`config.mk`:
```
export PLATFORM = sky130hd
export DESIGN_NAME = weight_fetch_sequencer
export DESIGN_NICKNAME = d
export VERILOG_FILES = /design/src/rtl/weight_fetch_sequencer.sv
export SDC_FILE = /design/constraint.sdc
export NUM_CORES = 1
export LEC_CHECK = 0
export CAP_MARGIN = 20
export CORE_UTILIZATION = 39
export DETAILED_ROUTE_END_ITERATION = 12
export PLACE_DENSITY = 0.77
export RECOVER_POWER = 50
export SLEW_MARGIN = 20
export SYNTH_ARGS = -nofsm -noshare
export SYNTH_HDL_FRONTEND = slang
export SYNTH_SLANG_ARGS = --single-unit
```
`constraint.sdc`:
```
create_clock -name clk -period 2.1 [get_ports clk]
set_clock_uncertainty 0.05 [all_clocks]
set_input_delay 0.42 -clock clk [delete_from_list [all_inputs] [get_ports clk]]
set_output_delay 0.42 -clock clk [all_outputs]
set_load 0.05 [all_outputs]
```
`src/rtl/weight_fetch_sequencer.sv`:
```
// Walks one neuron's weight memory across a dot-product pass, pairing each
// returned weight with its delayed input sample and marking first/last pairs.
module weight_fetch_sequencer #(
  parameter int addressWidth = 10,
  parameter int dataWidth    = 16
) (
  input  logic                    clk,
  input  logic                    rst,
  input  logic                    start,
  input  logic [addressWidth:0]   num_inputs,
  input  logic [dataWidth-1:0]    in_data,
  input  logic                    in_valid,
  output logic                    in_ready,
  output logic                    wmem_ren,
  output logic [addressWidth:0]   wmem_raddr,
  input  logic [dataWidth-1:0]    wmem_rdata,
  output logic                    pair_valid,
  output logic [dataWidth-1:0]    pair_x,
  output logic [dataWidth-1:0]    pair_w,
  output logic                    pair_first,
  output logic                    pair_last,
  output logic                    busy,
  output logic                    done
);

  localparam int CW = addressWidth + 1;

  localparam logic [1:0] IDLE  = 2'd0;
  localparam logic [1:0] RUN   = 2'd1;
  localparam logic [1:0] FLUSH = 2'd2;
  localparam logic [1:0] DONE  = 2'd3;

  logic [1:0]           state;
  logic [CW-1:0]        addr;
  logic [CW-1:0]        cnt_max;
  logic                 accept;
  logic                 at_first;
  logic                 at_last;
  logic                 vld_p1;
  logic                 first_p1;
  logic                 last_p1;
  logic [dataWidth-1:0] pair_x_p1;

  assign in_ready   = (state == RUN);
  assign accept     = in_valid & in_ready;
  assign at_first   = (addr == '0);
  // Equality termination means addr never needs to wrap, even at max count.
  assign at_last    = (addr == cnt_max - CW'(1));
  assign wmem_ren   = accept;
  assign wmem_raddr = addr;
  assign busy       = (state != IDLE);
  assign done       = (state == DONE);

  always_ff @(posedge clk) begin
    if (rst) begin
      state   <= IDLE;
      addr    <= '0;
      cnt_max <= '0;
    end else begin
      case (state)
        IDLE: begin
          if (start) begin
            if (num_inputs != '0) begin
              cnt_max <= num_inputs;
              addr    <= '0;
              state   <= RUN;
            end else begin
              state <= DONE;
            end
          end
        end
        RUN: begin
          if (accept) begin
            addr <= addr + CW'(1);
            if (at_last) state <= FLUSH;
          end
        end
        FLUSH:   state <= DONE;
        default: state <= IDLE;
      endcase
    end
  end

  // Stage p0 -> p1: sample registered alongside the read so it meets the weight
  always_ff @(posedge clk) begin
    if (rst) begin
      vld_p1    <= 1'b0;
      first_p1  <= 1'b0;
      last_p1   <= 1'b0;
      pair_x_p1 <= '0;
    end else begin
      vld_p1   <= accept;
      first_p1 <= accept & at_first;
      last_p1  <= accept & at_last;
      if (accept) pair_x_p1 <= in_data;
    end
  end

  assign pair_valid = vld_p1;
  assign pair_x     = pair_x_p1;
  assign pair_w     = wmem_rdata;
  assign pair_first = first_p1;
  assign pair_last  = last_p1;

endmodule
```
==> results.sh <==
export IMPL_dpl_cell_area_um2=3060
export IMPL_syn_instance_count=279
export IMPL_ys_ff_latch=43
export IMPL_drv_slew=0
export IMPL_dieArea_um2=6220
export IMPL_seqCellArea_um2=862
export IMPL_layout_cells_most_common="clkdlybuf4s50_1"
export IMPL_cts_max_path_buffers=2
export IMPL_critPathRequiredTime_ns=2.23
export IMPL_crit_type="register to register"
export IMPL_timing_final_crit_share_pct=98.2
export IMPL_ant_nets=0
export IMPL_async_reset_ff_share_pct=0
export IMPL_setup_violations=0
export IMPL_avgRoutedWirePerCell_um=13.9
export IMPL_cts_setup_buffers=0
export IMPL_cts_sinks=43
export IMPL_io_buffer_count=64
export IMPL_worst_pin_slew_ns=0.626
export IMPL_path_cells="or4_4 > or3_1 > a211oi_2 > or3_4 > and2_4 > o221ai_1"
export IMPL_status="completed"
export IMPL_leakage_nw=1.22
export IMPL_synthesis_area_um2=2300
export IMPL_wl_um=5890
export IMPL_fin_cells=422
export IMPL_seq_area_frac_synth_pct=37.4
export IMPL_drt_iter0_markers=109
export IMPL_power_density_nw_per_um2=1010
export IMPL_die_w_um=78.9
export IMPL_ys_flop_type="dfxtp_1"
export IMPL_power_frac_comb_pct=48.8
export IMPL_io_pins=97
export IMPL_areaGrowthSynthToFinish_pct=40.0
export IMPL_power_switching_mw=1.31
export IMPL_drive_above_1_share_pct=19.1
export IMPL_hold_viol=0
export IMPL_seqPwrFrac_pct=31.1
export IMPL_rows=27
export IMPL_crit_arrival_ns=2.19
export IMPL_avgViaCountPerCell=5.15
export IMPL_min_period_ns=2.06
export IMPL_swShare_pct=40.3
export IMPL_grt_pass1_wl_um=9870
export IMPL_grt_max_degree=20
export IMPL_antenna_cells=0
export IMPL_fin_nets=403
export IMPL_place_gp_congestion=0.929
export IMPL_worst_path_max_fanout=3
export IMPL_grt_util_all_layers_pct=20.0
export IMPL_start_kind="register"
export IMPL_clk_latency_ns=0.30
export IMPL_p_clk_share_pct=20.1
export IMPL_grt_overflow=0
export IMPL_ys_warn_count=0
export IMPL_slowest_delay_ns=0.54
export IMPL_core_area_um2=5610
export IMPL_hp_class="register to register"
export IMPL_drv_cap=0
export IMPL_cts_root_buf="clkbuf_8"
export IMPL_cts_buffers=5
export IMPL_intPower_mw=1.94
export IMPL_layout_common_cells="50 x clkdlybuf4s50_1, 42 x dfxtp_1, 40 x nand2_1"
export IMPL_drc=0
export IMPL_firstDrtPassIters=5
export IMPL_synth_edf_count=0
export IMPL_via_count=2172
export IMPL_synth_nets=333
export IMPL_ys_types=50
export IMPL_start_util_pct=41.1
export IMPL_place_hpwl_um=4350
export IMPL_design_area_um2=3230
export IMPL_clkTransAtPathRegs_ns=0.09
export IMPL_tritoncts="done"
export IMPL_cts_hold_buf=0
export IMPL_dp_cells=413
export IMPL_multi_input_area_um2=1330
export IMPL_ir_worst_vdd_mv=0.651
export IMPL_max_freq_mhz=485
export IMPL_cts_max_level=2
export IMPL_crit_slowest_cell="or4_4"
export IMPL_nFillCells=536
export IMPL_slew_headroom_pct=58.4
export IMPL_die_h_um=78.9
export IMPL_synth_area_per_cell_um2=8.26
export IMPL_cp_end_kind="register"
export IMPL_first_global_vias=2238
export IMPL_antenna_found_initial=0
-- power by group through the flow --
stage / Sequential, mW / Combinational, mW / Clock, mW
after detailed placement: 1.02 / 1.46 / 0
final: 1.01 / 1.59 / 0.652
after global placement: 1.02 / 1.44 / 0
after global routing: 1.02 / 1.72 / 0.702
after floorplan: 1.16 / 0.903 / 0
after CTS: 1.00 / 1.50 / 0.665
-- sequential cells by signal, indices dropped and copies added, names as in the netlist --
| register | cells |
|---|---|
| pair_x | 16 |
| cnt_max | 11 |
| wmem_raddr | 11 |
| state | 2 |
| pair_first | 1 |
| pair_last | 1 |
| pair_valid | 1 |
-- metal layers --
metal  vias to the layer above  wire [um]  global-route usage (%)
met5                         -          0                       0
met4                         0         61                    6.73
met3                        10        390                    6.67
met2                        62       2850                    34.4
met1                      1014       2580                    23.1
li1                       1086          -                       -
-- cell families (layout without fill, tap and decap cells) --
group / count (synthesis) / in the layout / synth area share [%]
muxes: 8 / 8 / 3.47
buffers and inverters: 41 / 111 / 9.66
DFF: 43 / 43 / 37.4
and+or+nand+nor: 117 / 117 / 25.4
xor gates and xnor gates: 21 / 21 / 7.98
AOI/OAI and AO/OA: 42 / 43 / 12.3
adders and majority gates: 7 / 7 / 3.80
-- repair_timing --
action,4_1_cts,5_1_grt
endpoints found under the setup margin,12,16
resized for setup,4,20
pin swaps,0,5
gates cloned,0,1
-- layout make-up --
type,count,share of cell area (%)
tap,72,2.79
inverter,11,1.40
multi-input combinational,196,41.3
clock inverter,3,1.36
timing repair buffer,92,24.2
clock buffer,5,2.13
sequential,43,26.7
-- Yosys cell counts (2+ instances only) --
cell type	instances	area share, %
nand4_1	9	2.4
nor3_1	5	1.1
and3_1	3	0.81
a21boi_0	2	0.65
nand3_1	2	0.43
mux2i_1	8	3.5
a211oi_1	2	0.65
nand2_1	41	6.7
nor4_1	4	1.1
buf_1	2	0.33
xnor2_1	8	3.0
clkbuf_1	10	1.6
dfxtp_1	43	37
a21oi_1	20	4.3
ha_1	7	3.8
nand3b_1	2	0.65
xor2_1	13	4.9
o221ai_1	2	0.76
o21ai_0	4	0.87
inv_1	10	1.6
or3_1	8	2.2
buf_4	16	5.2
nor2_1	31	5.0
-- path summary, 6_finish.rpt --
check | from | end | slack (ns) | cells after the start
max | cnt_max[0] | state[0] | 0.04 | 6
min | pair_x[14] | pair_x[14] | 0.41 | 2
max reg2reg | cnt_max[0] | state[0] | 0.04 | 6
min reg2reg | pair_x[14] | pair_x[14] | 0.41 | 2
-- worst max-delay path: cells and delay by family (launching register included) --
kind            cells  cell delay [ns]
simple gates        4             1.21
compound gates      2             0.34
flops               1             0.34
-- through the flow --
stage / hold slack (ns) / utilization, % / TNS, ns / total power, mW / worst slack, ns
finish: 0.407 / 57.5 / 0 / 3.25 / 0.0384
global route: 0.424 / 57.5 / -0.0107 / 3.44 / -0.0107
CTS: 0.410 / 56.8 / 0 / 3.17 / 0.00188
detailed placement: 0.399 / 54.6 / -2.65 / 2.49 / -0.267
global placement: 0.391 / 54.6 / -1.49 / 2.46 / -0.167
floorplan: 0.432 / - / 0 / 2.06 / 0.00513
(Power assumes the default switching activity.)
